===== config.mk =====
export PLATFORM = sky130hd
export DESIGN_NAME = mem_port_ctrl
export DESIGN_NICKNAME = d
export VERILOG_FILES = /design/src/rtl/rv32_mem_pkg.sv /design/src/rtl/mem_lane_align.sv /design/src/rtl/mem_port_ctrl.sv
export SDC_FILE = /design/constraint.sdc
export NUM_CORES = 1
export LEC_CHECK = 0
export ABC_CLOCK_PERIOD_IN_PS = 5950
export BUFFER_PORTS_ARGS = -buffer_cell sky130_fd_sc_hd__buf_2
export CORE_ASPECT_RATIO = 1.75
export CORE_MARGIN = 2
export CORE_UTILIZATION = 23
export CTS_CLUSTER_SIZE = 16
export DETAILED_ROUTE_END_ITERATION = 12
export GPL_ROUTABILITY_DRIVEN = 0
export PLACE_DENSITY = 0.39
export SYNTH_ARGS = -nofsm -noshare
export SYNTH_HDL_FRONTEND = slang
export SYNTH_SLANG_ARGS = --single-unit

===== constraint.sdc =====
create_clock -name clk -period 5.95 [get_ports clk]
set_input_delay 1.19 -clock clk [delete_from_list [all_inputs] [get_ports clk]]
set_output_delay 1.19 -clock clk [all_outputs]
set_load 0.02 [all_outputs]

===== src/rtl/rv32_mem_pkg.sv =====
// rv32_mem_pkg: shared state encoding, funct3 codes and legality check for the load/store port.
package rv32_mem_pkg;

    typedef enum logic [1:0] {
        IDLE = 2'd0,
        ADDR = 2'd1,
        RESP = 2'd2,
        DONE = 2'd3
    } memState_t;

    localparam logic [2:0] F3_B  = 3'b000;
    localparam logic [2:0] F3_H  = 3'b001;
    localparam logic [2:0] F3_W  = 3'b010;
    localparam logic [2:0] F3_BU = 3'b100;
    localparam logic [2:0] F3_HU = 3'b101;

    // Stores only have signed-width encodings; unsigned variants exist for loads only.
    function automatic logic is_legal_f3(input logic we, input logic [2:0] f3);
        return (f3 == F3_B) || (f3 == F3_H) || (f3 == F3_W) ||
               (!we && ((f3 == F3_BU) || (f3 == F3_HU)));
    endfunction

endpackage


===== src/rtl/mem_lane_align.sv =====
// mem_lane_align: byte-lane steering for stores and lane extraction/extension for loads.
//   addrLo     - low two bits of the byte address
//   funct3     - RV32 load/store width/sign code
//   wdata      - right-aligned store data
//   rdata      - raw bus read word
//   wstrb      - byte strobes for the access width/offset
//   wdataRep   - store data replicated across all lanes
//   loadData   - selected lane, sign- or zero-extended
//   misaligned - halfword on odd address or word on non-word address
module mem_lane_align
    import rv32_mem_pkg::*;
(
    input  logic [1:0]  addrLo,
    input  logic [2:0]  funct3,
    input  logic [31:0] wdata,
    input  logic [31:0] rdata,
    output logic [3:0]  wstrb,
    output logic [31:0] wdataRep,
    output logic [31:0] loadData,
    output logic        misaligned
);

    logic [31:0] lane;

    always_comb begin
        lane       = rdata >> {addrLo, 3'b000};
        misaligned = ((funct3[1:0] == 2'b01) && addrLo[0]) ||
                     ((funct3[1:0] == 2'b10) && (addrLo != 2'b00));
        wstrb      = (funct3[1:0] == 2'b00) ? (4'b0001 << addrLo) :
                     (funct3[1:0] == 2'b01) ? (4'b0011 << addrLo) : 4'b1111;
        wdataRep   = (funct3[1:0] == 2'b00) ? {4{wdata[7:0]}} :
                     (funct3[1:0] == 2'b01) ? {2{wdata[15:0]}} : wdata;
        loadData   = (funct3 == F3_B)  ? {{24{lane[7]}}, lane[7:0]} :
                     (funct3 == F3_BU) ? {24'd0, lane[7:0]} :
                     (funct3 == F3_H)  ? {{16{lane[15]}}, lane[15:0]} :
                     (funct3 == F3_HU) ? {16'd0, lane[15:0]} : rdata;
    end

endmodule


===== src/rtl/mem_port_ctrl.sv =====
// mem_port_ctrl: load/store port turning core memory accesses into single valid/ready bus transactions.
//   clk, resetn          - clock; synchronous active-high reset (despite the name)
//   cpu_req/we/addr/...  - access request from the core, sampled only in IDLE
//   cpu_rdata            - extended load data, held until the next load completes
//   cpu_done/err/busy    - completion pulse, error flag with done, not-idle indicator
//   bus_valid/ready      - request handshake; request fields stable while valid
//   bus_addr/we/wstrb/wdata - word-aligned request with byte strobes
//   bus_rvalid/rdata     - read response, honoured only while waiting for it
module mem_port_ctrl
    import rv32_mem_pkg::*;
#(
    parameter int ADDR_W  = 32,
    parameter int TIMEOUT = 255
) (
    input  logic              clk,
    input  logic              resetn,
    input  logic              cpu_req,
    input  logic              cpu_we,
    input  logic [ADDR_W-1:0] cpu_addr,
    input  logic [31:0]       cpu_wdata,
    input  logic [2:0]        cpu_funct3,
    output logic [31:0]       cpu_rdata,
    output logic              cpu_done,
    output logic              cpu_err,
    output logic              cpu_busy,
    output logic              bus_valid,
    input  logic              bus_ready,
    output logic [ADDR_W-1:0] bus_addr,
    output logic              bus_we,
    output logic [3:0]        bus_wstrb,
    output logic [31:0]       bus_wdata,
    input  logic              bus_rvalid,
    input  logic [31:0]       bus_rdata
);

    localparam int CNT_W = (TIMEOUT < 2) ? 1 : $clog2(TIMEOUT + 1);
    localparam logic [CNT_W-1:0] CNT_LAST = CNT_W'(TIMEOUT - 1);

    memState_t         state, nextState;
    logic [ADDR_W-1:0] addrQ;
    logic              weQ;
    logic [31:0]       wdataQ;
    logic [2:0]        f3Q;
    logic              errQ;
    logic [31:0]       rdataQ;
    logic [CNT_W-1:0]  cnt;
    logic [1:0]        alignAddr;
    logic [2:0]        alignF3;
    logic [3:0]        wstrb;
    logic [31:0]       wdataRep;
    logic [31:0]       loadData;
    logic              misaligned;
    logic              reqBad;
    logic              expired;
    logic              timedOut;

    // One aligner serves both the IDLE legality check (live request) and
    // the later phases (latched request), so misalignment rules live in one place.
    always_comb begin
        alignAddr = (state == IDLE) ? cpu_addr[1:0] : addrQ[1:0];
        alignF3   = (state == IDLE) ? cpu_funct3 : f3Q;
    end

    mem_lane_align uAlign (
        .addrLo    (alignAddr),
        .funct3    (alignF3),
        .wdata     (wdataQ),
        .rdata     (bus_rdata),
        .wstrb     (wstrb),
        .wdataRep  (wdataRep),
        .loadData  (loadData),
        .misaligned(misaligned)
    );

    assign reqBad   = !is_legal_f3(cpu_we, cpu_funct3) || misaligned;
    // Counter is cleared entering ADDR and shared across ADDR+RESP.
    assign expired  = (TIMEOUT != 0) && (cnt == CNT_LAST);
    assign timedOut = expired && (((state == ADDR) && !bus_ready) ||
                                  ((state == RESP) && !bus_rvalid));

    always_comb begin
        nextState = state;
        case (state)
            IDLE:    nextState = cpu_req ? (reqBad ? DONE : ADDR) : IDLE;
            ADDR:    nextState = bus_ready ? (weQ ? DONE : RESP) : (expired ? DONE : ADDR);
            RESP:    nextState = (bus_rvalid || expired) ? DONE : RESP;
            default: nextState = IDLE;
        endcase
    end

    always_ff @(posedge clk) begin
        if (resetn) begin
            state  <= IDLE;
            addrQ  <= '0;
            weQ    <= 1'b0;
            wdataQ <= '0;
            f3Q    <= '0;
            errQ   <= 1'b0;
            rdataQ <= '0;
            cnt    <= '0;
        end else begin
            state <= nextState;
            cnt   <= ((state == ADDR) || (state == RESP)) ? cnt + 1'b1 : '0;
            if ((state == IDLE) && cpu_req) begin
                addrQ  <= cpu_addr;
                weQ    <= cpu_we;
                wdataQ <= cpu_wdata;
                f3Q    <= cpu_funct3;
                errQ   <= reqBad;
                if (reqBad && !cpu_we)
                    rdataQ <= '0;
            end
            if (timedOut) begin
                errQ <= 1'b1;
                if (!weQ)
                    rdataQ <= '0;
            end
            if ((state == RESP) && bus_rvalid)
                rdataQ <= loadData;
        end
    end

    assign cpu_rdata = rdataQ;
    assign cpu_done  = (state == DONE);
    assign cpu_err   = cpu_done && errQ;
    assign cpu_busy  = (state != IDLE);
    assign bus_valid = (state == ADDR);
    assign bus_addr  = bus_valid ? {addrQ[ADDR_W-1:2], 2'b00} : '0;
    assign bus_we    = bus_valid && weQ;
    assign bus_wstrb = bus_we ? wstrb : 4'b0000;
    assign bus_wdata = bus_we ? wdataRep : '0;

endmodule


==> results.txt, run 1 <==
Run status = finished, final reports clean
Global router's overall resource usage = 16.6%
Clock root buffer master = sky130_fd_sc_hd__clkbuf_16
Core Area = 0.0244 mm^2
Maximum number of pins on one net before global-route repair = 74
TritonCTS clock tree = done
1st-iter DRT viols = 240
Main area contributors after synthesis = sky130_fd_sc_hd__dfxtp_1 (39%), sky130_fd_sc_hd__nand2_1 (13%), sky130_fd_sc_hd__a21oi_1 (7.2%)
Number of vias after detailed routing = 5594
Post-detailed-route wirelength per cell = 17.5 um
Global-route wire length before repair = 32300 um
Length in cells of the worst reg-to-reg path = 12
Hold buffer count at CTS = 0
Yosys warning count = 0
Leak Pwr = 0.00332 uW
Largest area contributor in the netlist = sky130_fd_sc_hd__dfxtp_1
Fraction of the cycle the final worst path needs = 72.3%
RSZ-0062 raised after global routing = no
Data arrival time of the worst path = 3.11 ns
Skew-Pair Late Insertion Delay = 0.36 ns
Sequential cell area fraction in the yosys report = 39.2%
Capturing element type of the critical path = output pin
Top-count cell post-synth = sky130_fd_sc_hd__nand2_1
Number of clock buffers inserted by TritonCTS = 9
Io pins = 210
Final routed DRC violation total = 0
Netlist Area Pre-Place = 0.00567 mm^2
Number of instances on the worst hold path = 1
Number of standard cells after synthesis = 734
Initial antenna violation count = 2
Clk pin slew, worst setup/hold paths = 0.07 ns
Initial Utilization = 23.2%
Worst path setup slack after routing = 1.65 ns
Commonest cells in the synthesized netlist = sky130_fd_sc_hd__nand2_1 (192), sky130_fd_sc_hd__dfxtp_1 (111), sky130_fd_sc_hd__a21oi_1 (82)
Number of nets at the end of the flow = 1019
Number of distinct library cells after synthesis = 54
Crit Path Category = flip-flop to output pin
Fraction of registers with async set or reset after synthesis = 0%
Final antenna-violating net count = 0
Transition time at the pin with the least slew margin = 1.15 ns
Final core utilization = 29.4%
Final hold vios = 0
Total global routing overflow = 0
Count of cells resized by post-cts repair = 0
Vias in the first global route = 5624
Deepest clock path buffer count = 2
Area of the die = 0.0260 mm^2
Largest driver fanout on the critical path = 19
Per-cell via count in the routed design = 4.58
Fill count = 2752
Post-detailed-placement half-perimeter wirelength = 15900 um
Final antenna diode count = 0
Die Y-Extent = 212 um
Normalized max-slew margin = 21.7%
IO buf count = 207
Setup_tns = 0 ns
Max frequency = 233 MHz
Ratio of cells with drive above 1 in the final layout = 27.3%
Pwr dens = 293 mW/mm^2
Setup WS pre-CTS = 1.91 ns
Worst supply voltage drop on vdd = 0.000147 V
Post-CTS Setup Repair Bufs = 0
Prevailing post-synth register cell = sky130_fd_sc_hd__dfxtp_1
Synthesized area per cell = 7.73 um^2
Area growth from synthesis to layout = 26.8%
Max_cap viols = 0
Register-to-register setup slack = 1.91 ns
Count of final setup violators = 0
Number of max-slew violations in the final report = 0
Portion of synthesized cell area occupied by the leading cell type = 39.2%
Total Wirelength = 21400 um
Critical Path Start Type = flip-flop
Min cycle time layout = 4.30 ns
#FFs+latches synth = 111
First-pass iteration count of the detailed router = 5
Clk sinks = 111
Number of H-tree levels = 3
Die width = 123 um
Number of flops mapped to enable cells by yosys = 0
Data required time at the worst endpoint = 4.76 ns
Min-delay worst type = flip-flop to flip-flop
Cell row count = 76
Clock Skews = 0.00833 ns
==> worst max-delay path, cell delays in order (launching register included) <==
cell and delay, ns:
sky130_fd_sc_hd__dfxtp_1 0.34, sky130_fd_sc_hd__inv_1 0.09, sky130_fd_sc_hd__ha_1 0.74, sky130_fd_sc_hd__buf_4 0.35, sky130_fd_sc_hd__mux2_4 0.37, sky130_fd_sc_hd__inv_2 0.20, sky130_fd_sc_hd__ha_1 0.19, sky130_fd_sc_hd__a21oi_1 0.07
sky130_fd_sc_hd__a21oi_1 0.17, sky130_fd_sc_hd__buf_2 0.23
==> where the power goes <==
group	switching [uW]	total [uW]	internal [uW]
registers	48.3	857	809
clock network	294	666	372
logic	387	583	196
total	730	2110	1380
==> sequential cells by signal, summed over array words and instances (netlist names) <==
register,count
errQ,1
weQ,1
cpu_rdata,32
state,2
wdataQ,32
cnt,8
f3Q,3
addrQ,32
==> stage by stage <==
step	instance area [um^2]	hold WS, ns	total power (uW)	instances
6_report	7190	0.451	2110	1221
3_5_place_dp	6870	0.434	1470	1205
5_1_grt	7190	0.469	2240	1221
3_3_place_gp	6870	0.433	1470	1205
2_1_floorplan	5670	0.432	1290	735
4_1_cts	7190	0.452	2150	1221
==> cells in the final DEF, fill, tap and decap left out, drive strengths merged, types with 16 or more instances in the layout <==
| cell | instances |
|---|---|
| and2 | 35 |
| buf | 214 |
| dfxtp | 111 |
| nand2 | 192 |
| mux2i | 22 |
| nand2b | 16 |
| a22oi | 22 |
| nor2 | 36 |
| o21ai | 40 |
| inv | 19 |
| a21oi | 84 |
==> area by class of cell <==
type / count / area, um^2 / area share, %
sequential: 111 / 2220 / 30.9
inverter: 18 / 67.6 / 0.940
clock buffer: 10 / 229 / 3.18
timing repair buffer: 214 / 1090 / 15.1
clock inverter: 6 / 92.6 / 1.29
multi-input combinational: 550 / 3100 / 43.1
tap: 312 / 390 / 5.43
==> worst paths after layout <==
| path | to | start |
|---|---|---|
| hold / removal | cpu_rdata[4]$_SDFF_PP0_ | cpu_rdata[4]$_SDFF_PP0_ |
| setup reg to reg | cpu_rdata[17]$_SDFF_PP0_ | state[0]$_SDFF_PP0_ |
| setup / recovery | bus_wstrb[2] | state[0]$_SDFF_PP0_ |
| hold reg to reg | cpu_rdata[4]$_SDFF_PP0_ | cpu_rdata[4]$_SDFF_PP0_ |
==> cell families (layout without fill, tap and decap cells) <==
kind of cell / after synthesis / after routing / synth area share [%]
buffers and inverters: 74 / 248 / 6.55
muxes: 24 / 24 / 4.70
DFF: 111 / 111 / 39.2
other: 1 / 2 / 0.0661
xor gates and xnor gates: 4 / 4 / 0.618
adders and majority gates: 10 / 10 / 2.21
and+or+nand+nor: 306 / 306 / 23.9
AOI/OAI and AO/OA: 204 / 204 / 22.8
==> metal layers <==
layer  vias to the layer above  share of wire [%]  global-route usage [%]
li1                       2830                  -                       -
met1                      2549                 38                    17.9
met2                       176                 52                    29.8
met3                        35                6.0                    4.01
met4                         4                3.5                    7.65
met5                         -               0.13                       0
(Power assumes the default switching activity.)
==> run 2, diff against run 1 <==
ABC_CLOCK_PERIOD_IN_PS = 3700   (was 5950)
PLACE_DENSITY = 0.41   (was 0.39)
clock period = 3.7 ns   (was 5.95 ns; I/O delays follow)
==> results.txt, run 2 (synthesis gave the netlist of run 1 again) <==
Ratio of cells with drive above 1 in the final layout = 28.0% (+0.74 points)
Source of the worst register-to-register timing path = state[0]$_SDFF_PP0_
Number of nets at the end of the flow = 1027 (+0.79%)
Max_cap viols = 0 (unchanged)
RSZ-0062 raised after global routing = no
Capturing element type of the critical path = output pin
Setup WS pre-CTS = 0.665 ns (-1.24 ns)
Placed cells = 1213 (+0.66%)
Max frequency = 297 MHz
Crit Path Category = flip-flop to output pin
Fraction of the cycle the final worst path needs = 90.9%
Setup_tns = 0 ns (unchanged)
Final routed DRC violation total = 0 (unchanged)
Hold buffer count at CTS = 0 (unchanged)
Die Y-Extent = 212 um (unchanged)
Number of cells in the finished layout apart from fillers = 1231 (+0.82%)
Data arrival time of the worst path = 2.62 ns (-0.49 ns)
Clk sinks = 111 (unchanged)
Per-cell via count in the routed design = 4.58 (-0.12%)
Stage delay of the slowest cell on the critical path = 0.59 ns (-0.15 ns)
Total Wirelength = 21100 um (-1.4%)
Number of H-tree levels = 3 (unchanged)
Transition time at the pin with the least slew margin = 0.860 ns (-0.285 ns)
Number of instances on the worst hold path = 2 (+1)
Cell family contributing the most delay on the critical path = multiplexers
Area of the die = 0.0260 mm^2 (unchanged)
Min-delay worst type = flip-flop to flip-flop
Min cycle time layout = 3.36 ns
Slowest library cell on the worst path = sky130_fd_sc_hd__mux2i_4
Core Area = 0.0244 mm^2 (unchanged)
Critical Path Start Type = flip-flop
Post-detailed-placement half-perimeter wirelength = 15800 um (-0.54%)
PnR Total Power = 3370 uW (+60%)
Area growth from synthesis to layout = 27.7%
Initial Utilization = 23.2% (unchanged)
Number of buffers and inverters on the critical path = 2 (-2)
1st-iter DRT viols = 327 (+36%)
Register-to-register setup slack = 0.73 ns (-1.18 ns)
Hold path start = cpu_rdata[6]$_SDFF_PP0_
Post-detailed-route wirelength per cell = 17.1 um (-2.2%)
Post-CTS Setup Repair Bufs = 0 (unchanged)
Top library cells by usage in the layout, fill and taps aside = sky130_fd_sc_hd__buf_2 (207), sky130_fd_sc_hd__nand2_1 (191), sky130_fd_sc_hd__dfxtp_1 (111)
Number of clock buffers inserted by TritonCTS = 9 (unchanged)
Non-Filler Cell Area, Final = 0.00724 mm^2 (+0.71%)
Hold worst-path end = cpu_rdata[6]$_SDFF_PP0_
Post-place instance area = 0.00693 mm^2 (+0.93%)
Io pins = 210 (unchanged)
Worst supply voltage drop on vdd = 0.000250 V (+71%)
Count of final setup violators = 0 (unchanged)
Normalized max-slew margin = 42.5% (+21 points)
R2R Path End = cpu_rdata[29]$_SDFF_PP0_
Global-route wire length before repair = 32000 um (-1.1%)
Clock Skews = 0.00907 ns (+0.000745 ns)
Pwr dens = 465 mW/mm^2 (+59%)
First-pass iteration count of the detailed router = 4 (-1)
Total global routing overflow = 0 (unchanged)
Cells along the critical path = inv_1 > ha_1 > mux2i_4 > mux2i_1 > a211oi_1 > buf_2
Skew-Pair Late Insertion Delay = 0.37 ns (about the same)
Number of vias after detailed routing = 5633 (+0.70%)
Largest driver fanout on the critical path = 11 (-8)
Run status = finished, final reports clean
Cell row count = 76 (unchanged)
Count of cells resized by post-cts repair = 0 (unchanged)
Most common cell after layout, fill and taps aside = sky130_fd_sc_hd__buf_2
Worst path setup slack after routing = 0.337 ns (-1.31 ns)
Number of max-slew violations in the final report = 0 (unchanged)
Final antenna-violating net count = 0 (unchanged)
Leak Pwr = 0.00336 uW (+1.1%)
Final hold vios = 0 (unchanged)
TritonCTS clock tree = done
Vias in the first global route = 5640 (+0.28%)
Data required time at the worst endpoint = 2.96 ns (-1.80 ns)
Initial antenna violation count = 3 (+1)
Die width = 123 um (unchanged)
Length in cells of the worst reg-to-reg path = 11 (-1)
Deepest clock path buffer count = 2 (unchanged)
Clk pin slew, worst setup/hold paths = 0.08 ns (about the same)
Clock root buffer master = sky130_fd_sc_hd__clkbuf_16
Global router's overall resource usage = 16.4% (-0.19 points)
Maximum number of pins on one net before global-route repair = 70 (-5.4%)
IO buf count = 207 (unchanged)
==> run 2: how the worst max path moves through the flow <==
stage,from,endpoint,slack (ns),depth (start not counted)
2_1_floorplan,state[0]$_SDFF_PP0_,bus_wdata[29],0.75,9
3_3_place_gp,state[0]$_SDFF_PP0_,bus_wdata[31],0.70,6
3_5_place_dp,state[0]$_SDFF_PP0_,bus_wdata[31],0.66,6
4_1_cts,state[0]$_SDFF_PP0_,bus_wdata[31],0.25,6
5_1_grt,state[1]$_SDFF_PP0_,bus_wstrb[1],0.18,8
6_report,state[0]$_SDFF_PP0_,bus_wdata[31],0.34,6
==> run 2: worst min-delay path, stage by stage (launching register included) <==
cell and delay, ns:
sky130_fd_sc_hd__dfxtp_1 0.31, sky130_fd_sc_hd__nand2_1 0.05, sky130_fd_sc_hd__nand2_1 0.04
==> run 2: power by group <==
part | leakage (uW) | internal [uW] | switching, uW
clock network | 0.000144 | 535 | 512
registers | 0.000906 | 1300 | 75.9
logic | 0.00231 | 327 | 616
==> run 2: area by class of cell <==
cell class,count,area [um^2]
clock buffer,9,225
sequential,111,2220
clock inverter,7,78.8
antenna,2,5.00
timing repair buffer,222,1160
inverter,18,67.6
fill,2789,17200
tap,312,390
multi-input combinational,550,3090
==> run 2: layer usage <==
layer / vias up / wire (um) / track usage [%]
met1: 2605 / 8200 / 17.9
met4: 2 / 360 / 5.23
met5: - / 12 / 0
li1: 2849 / - / -
met3: 19 / 1370 / 4.74
met2: 158 / 11200 / 29.7
==> run 2: metrics by stage <==
| step | utilization (%) | hold WS (ns) |
|---|---|---|
| final | 29.6 | 0.438 |
| after global routing | 29.6 | 0.472 |
| after CTS | 29.6 | 0.441 |
| after detailed placement | 28.4 | 0.429 |
| after global placement | 28.4 | 0.425 |
| after floorplan | - | 0.432 |
==> run 3, diff against run 2 <==
ABC_AREA = 1   (was not set)
PLACE_DENSITY = 0.4   (was 0.41)
==> results.txt, run 3 <==
Dominant combinational cell family by area after synthesis = simple AND/OR/NAND/NOR gates
Area growth from synthesis to layout = 25.6%
Final hold vios = 0 (unchanged)
Fill count = 3013 (+8.0%)
Clk pin slew, worst setup/hold paths = 0.08 ns (about the same)
Post-detailed-route wirelength per cell = 15.6 um (-8.7%)
Power Internal = 2310 uW (+6.9%)
Crit Path Category = flip-flop to output pin
First-pass iteration count of the detailed router = 4 (unchanged)
Clk sinks = 111 (unchanged)
Area taken by multi-input logic gates = 0.00314 mm^2 (+1.5%)
Pwr dens = 522 mW/mm^2 (+12%)
Source of the worst register-to-register timing path = state[0]$_SDFF_PP0_
Run status = finished, final reports clean
Max frequency = 296 MHz (-0.46%)
Most common cell after layout, fill and taps aside = sky130_fd_sc_hd__buf_2
Vias in the first global route = 6089 (+8.0%)
Die Y-Extent = 218 um (+2.7%)
Net switching power = 1610 uW (+34%)
IO buf count = 207 (unchanged)
Top-count cell post-synth = sky130_fd_sc_hd__nand2_1
Largest driver fanout on the critical path = 15 (+4)
Number of vias after detailed routing = 6262 (+11%)
Combinational fraction of design power = 38.1% (+10 points)
Data required time at the worst endpoint = 2.96 ns (about the same)
Final routed DRC violation total = 0 (unchanged)
Number of flops mapped to enable cells by yosys = 0 (unchanged)
Sequential cell area fraction in the yosys report = 37.1% (-2.1 points)
TritonCTS clock tree = done
Cell row count = 78 (+2.6%)
Number of nets at the end of the flow = 1198 (+17%)
Total global routing overflow = 0 (unchanged)
Global-route wire length before repair = 33500 um (+4.7%)
Die width = 126 um (+2.7%)
Skew-Pair Late Insertion Delay = 0.36 ns (about the same)
Yosys warning count = 0 (unchanged)
Initial antenna violation count = 1 (-2)
Deepest clock path buffer count = 2 (unchanged)
Area taken by flip-flops and latches = 0.00222 mm^2 (unchanged)
Leak Pwr = 0.00389 uW (+16%)
Main area contributors after synthesis = sky130_fd_sc_hd__dfxtp_1 (37%), sky130_fd_sc_hd__nand2_1 (13%), sky130_fd_sc_hd__nor2_1 (9.3%)
1st-iter DRT viols = 341 (+4.3%)
Number of distinct library cells after synthesis = 35 (-35%)
Launch point of the critical path = state[0]$_SDFF_PP0_
Prevailing post-synth register cell = sky130_fd_sc_hd__dfxtp_1
Max_cap viols = 0 (unchanged)
Fraction of registers with async set or reset after synthesis = 0% (unchanged)
Adder and majority cell fraction of the synthesized area = 2.09% (-0.12 points)
Global router's overall resource usage = 15.7% (-0.64 points)
Largest area contributor in the netlist = sky130_fd_sc_hd__dfxtp_1
Count of cells resized by post-cts repair = 0 (unchanged)
Number of max-slew violations in the final report = 0 (unchanged)
Transition time at the pin with the least slew margin = 0.758 ns (-0.102 ns)
Fraction of the mapped netlist area in simple logic gates = 35.2% (+11 points)
Total Wirelength = 22100 um (+4.6%)
Worst Hold Margin = 0.452 ns (+0.0139 ns)
Register-to-register setup slack = 0.74 ns (about the same)
Compound-gate portion of the synthesized area = 15.0% (-7.8 points)
Synth Area in XOR/XNOR = 0% (-0.62 points)
Clock root buffer master = sky130_fd_sc_hd__clkbuf_16
Commonest cells in the synthesized netlist = sky130_fd_sc_hd__nand2_1 (207), sky130_fd_sc_hd__nor2_1 (149), sky130_fd_sc_hd__dfxtp_1 (111)
Normalized max-slew margin = 49.5% (+7.0 points)
Power share of the clock group = 25.2% (-5.9 points)
Switching share of power = 41.1% (+5.4 points)
Capturing element type of the critical path = output pin
Min-delay worst type = flip-flop to flip-flop
Area of the die = 0.0274 mm^2 (+5.5%)
Io pins = 210 (unchanged)
Fraction of power consumed by sequential logic = 36.7% (-4.2 points)
Number of standard cells after synthesis = 910 (+24%)
Data arrival time of the worst path = 2.64 ns (+0.02 ns)
Final antenna-violating net count = 0 (unchanged)
Worst supply voltage drop on vdd = 0.000228 V (-8.8%)
Per-cell via count in the routed design = 4.44 (-2.9%)
Core Area = 0.0258 mm^2 (+5.4%)
Top library cells by usage in the layout, fill and taps aside = sky130_fd_sc_hd__buf_2 (207), sky130_fd_sc_hd__nand2_1 (206), sky130_fd_sc_hd__nor2_1 (149)
Mux share of post-synthesis cell area = 0% (-4.7 points)
End point of the critical path = bus_wstrb[0]
Fraction of the cycle the final worst path needs = 91.3% (+0.42 points)
Portion of synthesized cell area occupied by the leading cell type = 37.1% (-2.1 points)
RSZ-0062 raised after global routing = no
#FFs+latches synth = 111 (unchanged)
Min cycle time layout = 3.38 ns (+0.0156 ns)
Clock Skews = 0.00837 ns (-0.000702 ns)
Count of final setup violators = 0 (unchanged)
Ratio of cells with drive above 1 in the final layout = 26.3% (-1.7 points)
Synthesized area per cell = 6.58 um^2 (-15%)
R2R Path End = cpu_rdata[17]$_SDFF_PP0_
Critical Path Start Type = flip-flop
Number of H-tree levels = 3 (unchanged)
Initial Utilization = 23.3% (+0.049 points)
Number of clock buffers inserted by TritonCTS = 9 (unchanged)
Maximum number of pins on one net before global-route repair = 80 (+14%)
Length in cells of the worst reg-to-reg path = 12 (+1)
Netlist Area Pre-Place = 0.00599 mm^2 (+5.6%)
Hold buffer count at CTS = 0 (unchanged)
Post-detailed-placement half-perimeter wirelength = 16500 um (+4.0%)
Post-CTS Setup Repair Bufs = 0 (unchanged)
Setup_tns = 0 ns (unchanged)
## run 3: cell types whose count changed after synthesis, sizes merged, moves of 16 or more
cell	previous run	this run
inv	18	91
nand2	192	223
and2	35	0
o21ai	40	78
mux2i	22	0
nand2b	16	0
nand3	4	88
nor2	36	152
a22oi	22	0
## run 3: worst max-delay path, cell delays in order (launching register included)
cell	delay, ns
sky130_fd_sc_hd__dfxtp_1	0.34
sky130_fd_sc_hd__inv_1	0.08
sky130_fd_sc_hd__ha_1	0.39
sky130_fd_sc_hd__inv_2	0.18
sky130_fd_sc_hd__nand2_1	0.16
sky130_fd_sc_hd__nand2_2	0.21
sky130_fd_sc_hd__ha_1	0.27
sky130_fd_sc_hd__o21ai_0	0.34
sky130_fd_sc_hd__inv_1	0.10
sky130_fd_sc_hd__buf_2	0.17
## run 3: power groups by stage
stage / clock network, uW / logic (uW) / registers [uW]
final: 990 / 1500 / 1440
after CTS: 1040 / 1530 / 1440
after global routing: 1080 / 1680 / 1460
after detailed placement: 0 / 1530 / 1470
after floorplan: 0 / 1080 / 1480
after global placement: 0 / 1530 / 1470
## run 3: routing by layer
layer  track usage, %  routed length (um)
met5                0                   0
met4             4.98                 373
met3             2.63                 789
met1             17.0                8800
met2             30.6               12100
## run 3: layout make-up
cell class              instances  area share, %
flip-flops and latches        111           29.5
multi-input cells             651           41.7
well taps                     320           5.32
clock buffers                  11           3.36
repair buffers                219           15.0
clock inverters                 5          0.532
inverters                      91           4.54
diodes                          2         0.0665
## run 3: worst min-delay path by stage
stage	endpoint	cells after the start	slack, ns	from
2_1_floorplan	cnt[4]$_SDFF_PP0_	2	0.42	cnt[4]$_SDFF_PP0_
3_3_place_gp	cnt[4]$_SDFF_PP0_	2	0.44	cnt[4]$_SDFF_PP0_
3_5_place_dp	cnt[4]$_SDFF_PP0_	2	0.44	cnt[4]$_SDFF_PP0_
4_1_cts	cnt[4]$_SDFF_PP0_	2	0.45	cnt[4]$_SDFF_PP0_
5_1_grt	cnt[0]$_SDFF_PP0_	1	0.49	cnt[0]$_SDFF_PP0_
6_report	cnt[4]$_SDFF_PP0_	2	0.45	cnt[4]$_SDFF_PP0_
## run 3: logic make-up after synthesis
logic type	Yosys count
other	1
AO/OA/AOI/OAI	164
AND/OR/NAND/NOR	475
adder cells (fa/ha/maj)	10
buffers and inverters	149
flip-flops	111
## run 3: stage by stage
step | utilization (%) | worst slack, ns | std cells | area [um^2] | total power [uW]
final | 29.2 | 0.322 | 1410 | 7530 | 3930
after floorplan | - | 1.13 | 911 | 5990 | 2560
after global routing | 29.2 | 0.154 | 1408 | 7520 | 4220
after detailed placement | 28.1 | 0.674 | 1392 | 7230 | 2990
after global placement | 28.1 | 0.728 | 1392 | 7230 | 3000
after CTS | 29.2 | 0.249 | 1408 | 7520 | 4010
